--- config.mk ---
export PLATFORM = sky130hd
export DESIGN_NAME = rr_onehot_arbiter
export DESIGN_NICKNAME = d
export VERILOG_FILES = /design/src/rtl/arb_pkg.sv /design/src/rtl/rr_pick.sv /design/src/rtl/rr_onehot_arbiter.sv
export SDC_FILE = /design/constraint.sdc
export NUM_CORES = 1
export LEC_CHECK = 0
export ABC_CLOCK_PERIOD_IN_PS = 2100
export CAP_MARGIN = 20
export CORE_MARGIN = 2
export CORE_UTILIZATION = 41
export DETAILED_ROUTE_END_ITERATION = 8
export PLACE_DENSITY = 0.59
export SETUP_SLACK_MARGIN = 0.2
export SLEW_MARGIN = 40
export SYNTH_ARGS = -nofsm -noshare
export SYNTH_HDL_FRONTEND = slang
export SYNTH_SLANG_ARGS = --single-unit
--- constraint.sdc ---
create_clock -name clk_i -period 2.1 [get_ports clk_i]
set_input_delay 0.21 -clock clk_i [delete_from_list [all_inputs] [get_ports clk_i]]
set_output_delay 0.21 -clock clk_i [all_outputs]
set_load 0.05 [all_outputs]
--- src/rtl/arb_pkg.sv ---
`default_nettype none
// ============================================================================
// Module   : arb_pkg
// Purpose  : Shared types and helpers for the round-robin one-hot arbiter.
// Revision : 1.0 - initial release
// ============================================================================
package arb_pkg;

    localparam int MAX_N     = 16;
    localparam int MAX_IDX_W = 4;

    typedef enum logic [0:0] {
        IDLE = 1'b0,
        BUSY = 1'b1
    } state_t;

    // Binary-to-one-hot decode shared with the downstream select path.
    function automatic logic [MAX_N-1:0] onehot(input logic [MAX_IDX_W-1:0] idx);
        return MAX_N'(1) << idx;
    endfunction

    function automatic int clog2(input int value);
        int r;
        r = 0;
        while ((1 << r) < value) r++;
        return r;
    endfunction

endpackage
`default_nettype wire

--- src/rtl/rr_pick.sv ---
`default_nettype none
// ============================================================================
// Module   : rr_pick
// Purpose  : Combinational circular priority search starting at ptr.
// Revision : 1.0 - initial release
// ============================================================================
module rr_pick
    import arb_pkg::*;
#(
    parameter int N     = 4,
    parameter int IDX_W = 2
) (
    input  logic [N-1:0]     req,
    input  logic [IDX_W-1:0] ptr,
    output logic [IDX_W-1:0] idx,
    output logic             any
);

    localparam logic [IDX_W:0] C_N = (IDX_W + 1)'(N);

    logic [N-1:0]     w_rot;
    logic [IDX_W-1:0] w_offset;
    logic [IDX_W:0]   w_sum;

    // Rotate so that bit 0 is the requester at ptr, then take the lowest set bit.
    always_comb begin
        w_rot    = N'({req, req} >> ptr);
        w_offset = '0;
        any      = 1'b0;
        for (int i = N - 1; i >= 0; i--) begin
            if (w_rot[i]) begin
                w_offset = IDX_W'(i);
                any      = 1'b1;
            end
        end
        w_sum = {1'b0, ptr} + {1'b0, w_offset};
        if (w_sum >= C_N) begin
            w_sum = w_sum - C_N;
        end
        idx = w_sum[IDX_W-1:0];
    end

endmodule
`default_nettype wire

--- src/rtl/rr_onehot_arbiter.sv ---
`default_nettype none
// ============================================================================
// Module   : rr_onehot_arbiter
// Purpose  : Round-robin arbiter with one-hot/binary grant and forced release.
// Revision : 1.0 - initial release
// ============================================================================
module rr_onehot_arbiter
    import arb_pkg::*;
#(
    parameter int N        = 4,
    parameter int IDX_W    = 2,
    parameter int MAX_HOLD = 15,
    parameter int CNT_W    = 8
) (
    input  logic             clk_i,
    input  logic             rst_i,
    input  logic [N-1:0]     req_i,
    input  logic             done_i,
    output logic [N-1:0]     gnt_o,
    output logic [IDX_W-1:0] gnt_idx_o,
    output logic             gnt_valid_o,
    output logic             timeout_o
);

    generate
        if (IDX_W != clog2(N) || N < 2 || N > MAX_N) begin : g_bad_width
            $error("rr_onehot_arbiter: IDX_W must equal clog2(N), N in 2..16");
        end
        if (MAX_HOLD < 1 || MAX_HOLD > 255 || MAX_HOLD >= (1 << CNT_W)) begin : g_bad_hold
            $error("rr_onehot_arbiter: MAX_HOLD out of range for CNT_W");
        end
    endgenerate

    localparam logic [CNT_W-1:0] C_HOLD_LAST = CNT_W'(MAX_HOLD - 1);
    localparam logic [IDX_W-1:0] C_IDX_LAST  = IDX_W'(N - 1);

    state_t           r_state, w_state_nxt;
    logic [IDX_W-1:0] r_idx, w_idx_nxt;
    logic [IDX_W-1:0] r_ptr, w_ptr_nxt;
    logic [CNT_W-1:0] r_cnt, w_cnt_nxt;
    logic             r_valid, w_valid_nxt;
    logic             r_timeout, w_timeout_nxt;
    logic [N-1:0]     r_gnt;

    logic [IDX_W-1:0] w_pick_idx;
    logic             w_pick_any;
    logic             w_owner_req;
    logic             w_release;

    rr_pick #(
        .N     (N),
        .IDX_W (IDX_W)
    ) u_pick (
        .req (req_i),
        .ptr (r_ptr),
        .idx (w_pick_idx),
        .any (w_pick_any)
    );

    assign w_owner_req = req_i[r_idx];
    assign w_release   = done_i | ~w_owner_req | (r_cnt == C_HOLD_LAST);

    always_comb begin
        w_state_nxt   = r_state;
        w_idx_nxt     = r_idx;
        w_ptr_nxt     = r_ptr;
        w_cnt_nxt     = r_cnt;
        w_valid_nxt   = r_valid;
        w_timeout_nxt = 1'b0;
        case (r_state)
            IDLE: begin
                if (w_pick_any) begin
                    w_state_nxt = BUSY;
                    w_idx_nxt   = w_pick_idx;
                    w_valid_nxt = 1'b1;
                    w_cnt_nxt   = '0;
                end
            end
            BUSY: begin
                if (w_release) begin
                    w_state_nxt   = IDLE;
                    w_valid_nxt   = 1'b0;
                    w_ptr_nxt     = (r_idx == C_IDX_LAST) ? '0 : r_idx + IDX_W'(1);
                    // Only a pure counter expiry is flagged; done or withdraw wins a tie.
                    w_timeout_nxt = ~done_i & w_owner_req;
                end else begin
                    w_cnt_nxt = r_cnt + CNT_W'(1);
                end
            end
            default: begin
                w_state_nxt = IDLE;
                w_valid_nxt = 1'b0;
            end
        endcase
    end

    always_ff @(posedge clk_i) begin
        if (rst_i) begin
            r_state   <= IDLE;
            r_idx     <= '0;
            r_ptr     <= '0;
            r_cnt     <= '0;
            r_valid   <= 1'b0;
            r_timeout <= 1'b0;
            r_gnt     <= '0;
        end else begin
            r_state   <= w_state_nxt;
            r_idx     <= w_idx_nxt;
            r_ptr     <= w_ptr_nxt;
            r_cnt     <= w_cnt_nxt;
            r_valid   <= w_valid_nxt;
            r_timeout <= w_timeout_nxt;
            r_gnt     <= w_valid_nxt ? N'(onehot(MAX_IDX_W'(w_idx_nxt))) : '0;
        end
    end

    assign gnt_o       = r_gnt;
    assign gnt_idx_o   = r_idx;
    assign gnt_valid_o = r_valid;
    assign timeout_o   = r_timeout;

endmodule
`default_nettype wire

# --- Yosys cells after proc, flatten, opt, wreduce, memory -nomap -nowiden ---
# Index checks and enable logic that the tools add are counted.
totals:
  reg_bits: 19
  in_bits: 7
  output_inout_bits: 8
  elab_cells: 54
op_classes:
  add_sub_neg: 4
  order_cmp: 2
  eq_ne: 4
  shifts: 2
  n_mux: 23
  n_bitwise: 8
  reduce_logical: 4
ops:
  columns: ["op", "count"]
  rows:
  - ["$mux 2", 8]
  - ["$mux 8", 2]
  - ["$pmux 8 s2", 1]
  - ["$mux 1", 9]
  - ["$add 8x1->8 const B", 1]
  - ["$eq 8x4->1 const B", 1]
  - ["$shr 8x2->4", 1]
  - ["$not 1->1", 5]
  - ["$pmux 1 s2", 2]
  - ["$reduce_and 2->1", 2]
  - ["$shl 1x2->4 const A", 1]
  - ["$add 2x2->3", 1]
  - ["$ge 3x3->1 const B", 1]
  - ["$lt 2x3->1 const B", 1]
  - ["$reduce_or 3->1", 1]
  - ["$add 2x1->2 const B", 1]
  - ["$bmux 1 s2", 1]
  - ["$eq 2x2->1 const B", 1]
  - ["$ne 2x1->1 const B", 1]
  - ["$ne 2x2->1 const B", 1]
  - ["$or 1x1->1", 2]
  - ["$reduce_or 2->1", 1]
  - ["$sub 2x1->2 const B", 1]
  - ["$and 1x1->1", 1]

# --- Logic depth before layout (Yosys ltp) ---
# Gate-level depths: netlist (run 1).
logic_depth:
  ltp_word: 11
  depth_mapped: 9
  mapped_depth_nobuf: 9

# --- Hierarchy ---
# Synthesis (run 1) repeated with hierarchy kept, for this count alone.
hier_totals:
  cells_unflattened: 129
  hier_area_um2: 1143.6
by_module_without_submodules:
  columns: ["module", "instances", "cells_each", "area_each_um2", "seq_area_each_um2"]
  rows:
  - ["rr_onehot_arbiter", 1, 106, 963.4, 380.4]
  - ["rr_pick", 1, 23, 180.2, 0.0]

# --- Least setup slack after synthesis (run 1) ---
# Ideal clock, no wire load.
synth_path:
  path_kind: "register -> register"
  startpoint: "register r_ptr[0]"
  endpoint: "register r_gnt[1] (netlist: gnt_o[1])"
  setup_ns: 0.117
  t_arrival_ns: 1.768
  path_slack_ns: 0.215
  stages_incl_launch_ff: 8
  cell_sequence: "dfxtp_1 or4_1 o2111ai_1 ha_1 xnor2_1 nor3_1 mux2i_4 and4bb_1"
synth_between:
  elab_chain_len: 11
  elab_cells_between_ends: 20
synth_rtl:
  columns: ["element", "line_no", "source"]
  rows:
  - ["start: declaration", "rr_onehot_arbiter.sv:39", "logic [IDX_W-1:0] r_ptr, w_ptr_nxt;"]
  - ["start signal: assignment", "rr_onehot_arbiter.sv:109", "r_ptr <= w_ptr_nxt;"]
  - ["$shr 8x2->4", "rr_pick.sv:27", "w_rot = N'({req, req} >> ptr);"]
  - ["$mux 2 (4 in a row)", "rr_pick.sv:31", "if (w_rot[i]) begin"]
  - ["$add 2x2->3", "rr_pick.sv:36", "w_sum = {1'b0, ptr} + {1'b0, w_offset};"]
  - ["$ge 3x3->1 or $sub 2x1->2 (tied branches)", "rr_pick.sv:37, rr_pick.sv:38", null]
  - ["$mux 2", "rr_pick.sv:37", "if (w_sum >= C_N) begin"]
  - ["$mux 2", "rr_onehot_arbiter.sv:72", "if (w_pick_any) begin"]
  - ["$mux 2", "rr_onehot_arbiter.sv:70", "case (r_state)"]
  - ["$shl 1x2->4", "arb_pkg.sv:19", "return MAX_N'(1) << idx;"]
  - ["end signal: assignment", "rr_onehot_arbiter.sv:113", "r_gnt <= w_valid_nxt ? N'(onehot(MAX_IDX_W'(w_idx_nxt))) : '0;"]
  - ["end: declaration", "rr_onehot_arbiter.sv:43", "logic [N-1:0] r_gnt;"]
# Parallel ways exist; a longest one is shown, timed or not.
# A chain may end at the register's enable or synchronous reset.

# --- Worst setup path after layout (run 1) ---
# Same ends and word-level chain as after synthesis.

==> results of run 1 <==
repair_timing:
item,CTS,global route
gates cloned,0,0
pin swaps,3,8
hold buffers,0,0
buffers inserted,3,0
endpoints found under the setup margin,4,7
resized for setup,14,12
logic make-up after synthesis:
logic type      count (synthesis)  share of synthesized area (%)
flops                          19                           33.8
fa+ha+maj                       4                           4.44
compound gates                 30                           19.9
mux                             9                           10.3
xor+xnor                        1                          0.778
buf+inv                        10                           4.22
simple gates                   49                           26.6
registers in the layout, indices dropped and copies added (netlist names):
name,cells
gnt_idx_o,2
gnt_o,4
gnt_valid_o,1
r_cnt,8
r_ptr,2
r_state,1
timeout_o,1
cell type report:
class	count	area [µm²]	area share, %
clock buffer	4	26.3	1.75
inverter	6	26.3	1.75
multi-input combinational	93	786	52.4
sequential	19	384	25.6
tap	31	38.8	2.59
timing repair buffer	27	239	15.9
worst register-to-register path, delay by kind of cell, from the launching register on:
kind | cells | cell delay (ns)
fa+ha+maj | 1 | 0.35
compound gates | 3 | 0.60
simple gates | 3 | 0.53
flops | 1 | 0.38
how the worst min path moves through the flow:
stage                         from        to  cells past startpoint
final                     r_cnt[3]  r_cnt[3]                      2
after detailed placement  r_cnt[5]  r_cnt[5]                      2
after floorplan              rst_i  gnt_o[3]                      2
after CTS                 r_cnt[5]  r_cnt[5]                      2
after global routing      r_cnt[3]  r_cnt[3]                      2
after global placement    r_cnt[5]  r_cnt[5]                      2
cells in the mapped netlist, drive strengths merged, types with 3 or more instances:
cell	instances	area share [%]
dfxtp	19	34
a211oi	3	2.0
nor4	4	2.8
nand2	8	2.7
and3	3	2.1
nand3	3	1.3
nand2b	3	1.7
or4	3	2.3
ha	4	4.4
inv	5	1.7
nand4	5	2.8
o21ai	5	2.2
mux2i	7	7.3
buf	3	1.9
nor2	7	2.3
a21oi	8	4.9
nor3	4	1.8
through the flow:
stage	worst slack, ns	hold WS, ns
2_1_floorplan	0.215	0.378
3_3_place_gp	-0.139	0.474
3_5_place_dp	-0.183	0.495
4_1_cts	0.171	0.511
5_1_grt	0.0948	0.561
6_report	0.189	0.524
per-layer routing:
metal / up-vias / GRT usage, % / wire, µm
met1: 499 / 24.3 / 1360
met3: 4 / 3.00 / 73
met4: 0 / 5.78 / 17
met2: 17 / 30.4 / 1260
met5: - / 0 / 0
li1: 526 / - / -
power by group:
group          switching, mW  internal, mW
logic                  0.191         0.155
clock network          0.113        0.0739
registers             0.0355         0.386
==> results_dict.tcl, run 1 <==
set metrics [dict create \
    max_freq_mhz 523 \
    slowest_stage "dfxtp_4" \
    root_buffer "clkbuf_4" \
    design.core.area_um2 2690 \
    totalPowerFinal_mw 0.955 \
    diodes 0 \
    critical_path_class "flop to flop" \
    end_kind "flop" \
    syn_inst 122 \
    status "completed" \
    layout_common_cells "dfxtp_1, buf_4, clkdlybuf4s50_1" \
    cp_cell_sequence "and3b_1 > o21ai_2 > o2111ai_2 > ha_2 > nand3_2 > a211o_1 > and4bb_1" \
    drc 0 \
    io_pins 15 \
    grt_max_degree 13 \
    cp_num_buf_inv 0 \
    vias 1046 \
    fin_cells 180 \
    critPathLaunchType "flop" \
    cts_inserted_buffers 3 \
    htree_num_levels 1 \
    first_iter_violations 32 \
    crit_fanout 5 \
    drive_above_1_share_pct 28.9 \
    routed_via_density 5.81 \
    synth_edf_count 0 \
    cp_top_family "compound AO/OA/AOI/OAI gates" \
    syn_to_final_growth_pct 33.2 \
    synth_area_per_cell_um2 9.23 \
    final_area_um2 1500 \
    synth_warnings 0 \
    hpwl_mm 1.94 \
    ant_nets 0 \
    post-route-min-period_ns 1.91 \
    max_stage_delay_ns 0.38 \
    ys.flop_type "dfxtp_1" \
    fin_worst_skew_ns 0.00113 \
    peakVddDrop_uv 367 \
    rows 19 \
    cap_violations 0 \
    reg2reg_depth 7 \
    gp_congestion 0.767 \
    fillers 253 \
    rsz0062_at_grt "true" \
    ys_seq_area_share_pct 33.8 \
    crit_start "r_ptr[0]" \
    place_area_um2 1360 \
    ys_seq_elements 19 \
    ff2ff_setup_slack_ns 0.19 \
    drt_pass1_iterations 4 \
    arrival_ns 2.15 \
    place_inst 173 \
    utilization_pct 55.8 \
    layout_commonest_cell "dfxtp_1" \
    regToRegStartpoint "r_ptr[0]" \
    numPortBuffers 14 \
    grt_pass1_vias 1010 \
    clk_pin_slew_ns 0.11 \
    die_area_um2 3180 \
    leakage_nw 0.582 \
    hold_class "flop to flop" \
    worst_r2r_endpoint "gnt_o[1]" \
    finalSetupViolCount 0 \
    cts_tree "yes" \
    grt_overflow 0 \
    fin_crit_sh_pct 91.0 \
    cp.depth 7 \
    synth_area_um2 1130 \
    clk_latency_ns 0.29 \
    start_util_pct 41.9 \
    cts_buffer_depth 2 \
    die_width_um 56.4 \
    grt_usage_pct 18.3 \
    cts_sinks 19 \
    grt_pass1_wl_mm 4.67 \
    syn_nets 133 \
    drt_wl_total_mm 2.72 \
    crit_end "gnt_o[1]" \
    relSlewSlack_pct 59.0 \
    tns_ns 0 \
    ys_async_sr_fraction_pct 0 \
    fin_nets 161 \
    die_h_um 56.4 \
    ys_types 49 \
    critPathRequiredTime_ns 2.34 \
    drv_slew 0 \
    antenna_found_initial 0 \
    finalHoldViolations 0 \
    wl_per_cell_um 15.1 \
    tightest_slew_ns 0.608 \
    cellPowerDensity_nw_per_um2 637 \
]
Note: power is estimated with default switching activity, not from simulation.
==> inputs of run 2 (changes only) <==
- CORE_ASPECT_RATIO: default -> 0.9
- PLACE_DENSITY: 0.59 -> 0.71
==> run 2 against run 1 <==
Against the previous run: core utilization increased by 0.64 points; power rose by 2.6%; critical path depth is 1 higher; final cell count increased by 0.56%; combinational power rose by 8.1%; clock skew rose by 0.0074 ns; sequential cell count did not move; non-clock buffer count grew 2; setup slack worse by 0.030 ns; critical path type unchanged; critical endpoint unchanged; largest cell class unchanged.
==> results_dict.tcl, run 2 (synthesis gave the netlist of run 1 again) <==
set metrics [dict create \
    drv_slew 0 \
    design.core.area_um2 2680 \
    numPortBuffers 14 \
    drt_wl_total_mm 2.73 \
    crit_fanout 5 \
    rsz0062_at_grt "true" \
    drc 0 \
    clk_latency_ns 0.30 \
    cts_inserted_buffers 3 \
    status "completed" \
    antenna_found_initial 0 \
    diodes 0 \
    root_buffer "clkbuf_4" \
    relSlewSlack_pct 61.1 \
    place_inst 174 \
    wl_per_cell_um 15.1 \
    fin_crit_sh_pct 92.4 \
    hpwl_mm 2.00 \
    cap_violations 0 \
    grt_pass1_vias 993 \
    rows 18 \
    drive_above_1_share_pct 25.8 \
    cts_sinks 19 \
    ctsHoldBuffers 0 \
    layout_commonest_cell "dfxtp_1" \
    cts_buffer_depth 2 \
    routed_via_density 5.92 \
    post-route-min-period_ns 1.94 \
    tns_ns 0 \
    largest_reg_flops 8 \
    arrival_ns 2.20 \
    grt_overflow 0 \
    syn_to_final_growth_pct 34.4 \
    ff2ff_setup_slack_ns 0.16 \
    first_iter_violations 20 \
    layout_common_cells "dfxtp_1, buf_4, clkdlybuf4s50_1" \
    whs_ns 0.508 \
    grtUsageMet2_pct 31.5 \
    ant_nets 0 \
    grt_pass1_wl_mm 4.33 \
    peakVddDrop_uv 368 \
    io_pins 15 \
    die_width_um 59.2 \
    utilization_pct 56.5 \
    cts_tree "yes" \
    drt_pass1_iterations 4 \
    start_util_pct 42.0 \
    clk_pin_slew_ns 0.11 \
    slowest_stage "dfxtp_4" \
    grtUsageMet3_pct 3.61 \
    critPathRequiredTime_ns 2.36 \
    die_area_um2 3180 \
    critPathLaunchType "flop" \
    hold_class "flop to flop" \
    cellPowerDensity_nw_per_um2 647 \
    critical_path_class "flop to flop" \
    die_h_um 53.7 \
    top_usage_layer "met2" \
    max_stage_delay_ns 0.39 \
    gp_congestion 0.858 \
    cp_cell_sequence "buf_6 > nor3_2 > a31oi_1 > o2111ai_2 > ha_4 > nand3_4 > a211o_1 > and4bb_1" \
    fin_cells 181 \
    grt_max_degree 13 \
    grt_usage_pct 17.9 \
    leakage_nw 0.597 \
    fin_worst_skew_ns 0.00851 \
    end_kind "flop" \
    finalSetupViolCount 0 \
    tightest_slew_ns 0.578 \
    regMostFlops "r_cnt" \
    grt_use_met1_pct 22.8 \
    htree_num_levels 1 \
    vias 1072 \
    finalHoldViolations 0 \
    max_freq_mhz 515 \
    fin_nets 163 \
]
run 2: cell count changes in the layout (fill, tap and decap cells not counted), sizes merged:
cell | previous run | this run
buf | 13 | 15
clkinvlp | 1 | 0
dlygate4sd2 | 4 | 3
dlymetal6s2s | 1 | 2
clkinv | 0 | 1
run 2: path summary, 6_finish.rpt:
| kind | start | depth (start not counted) | end |
|---|---|---|---|
| worst max register to register | r_ptr[0] | 8 | gnt_o[1] |
| worst min register to register | r_cnt[5] | 2 | r_cnt[5] |
| worst max-delay path | r_ptr[0] | 8 | gnt_o[1] |
| worst min-delay path | r_cnt[5] | 2 | r_cnt[5] |
run 2: timing repair:
action,CTS,global route
pin swaps,2,5
endpoints found under the setup margin,5,7
buffers inserted,1,2
resized for setup,12,11
run 2: routing by layer:
| metal | vias up | wire, µm | share of wire, % |
|---|---|---|---|
| li1 | 523 | - | - |
| met1 | 516 | 1240 | 45 |
| met2 | 30 | 1360 | 50 |
| met3 | 3 | 126 | 4.6 |
| met4 | 0 | 6 | 0.22 |
| met5 | - | 0 | 0 |
run 2: report_power, final:
group | internal (mW) | total [mW] | switching [mW] | leakage (nW)
combinational | 0.174 | 0.374 | 0.200 | 0.427
sequential | 0.386 | 0.420 | 0.0336 | 0.155
clock | 0.0741 | 0.185 | 0.111 | 0.0150
run 2: critical path, delay by kind of cell (launching register included):
kind / cells / cell delay, ns
AOI/OAI and AO/OA: 3 / 0.70
and+or+nand+nor: 3 / 0.39
adders and majority gates: 1 / 0.31
DFF: 1 / 0.39
buffers and inverters: 1 / 0.12
run 2: per-stage QoR:
step	setup WS, ns	instance area, µm²	total power [mW]
final	0.159	1510	0.979
after global routing	0.0612	1510	1.02
after CTS	0.144	1440	0.931
after detailed placement	-0.216	1370	0.730
after global placement	-0.125	1370	0.717
after floorplan	0.215	1130	0.625
run 2: area by class of cell:
class,count,area (µm²)
multi-input cells,93,782
flip-flops and latches,19,384
clock buffers,4,26.3
fillers,224,1170
inverters,6,22.5
repair buffers,29,262
well taps,30,37.5
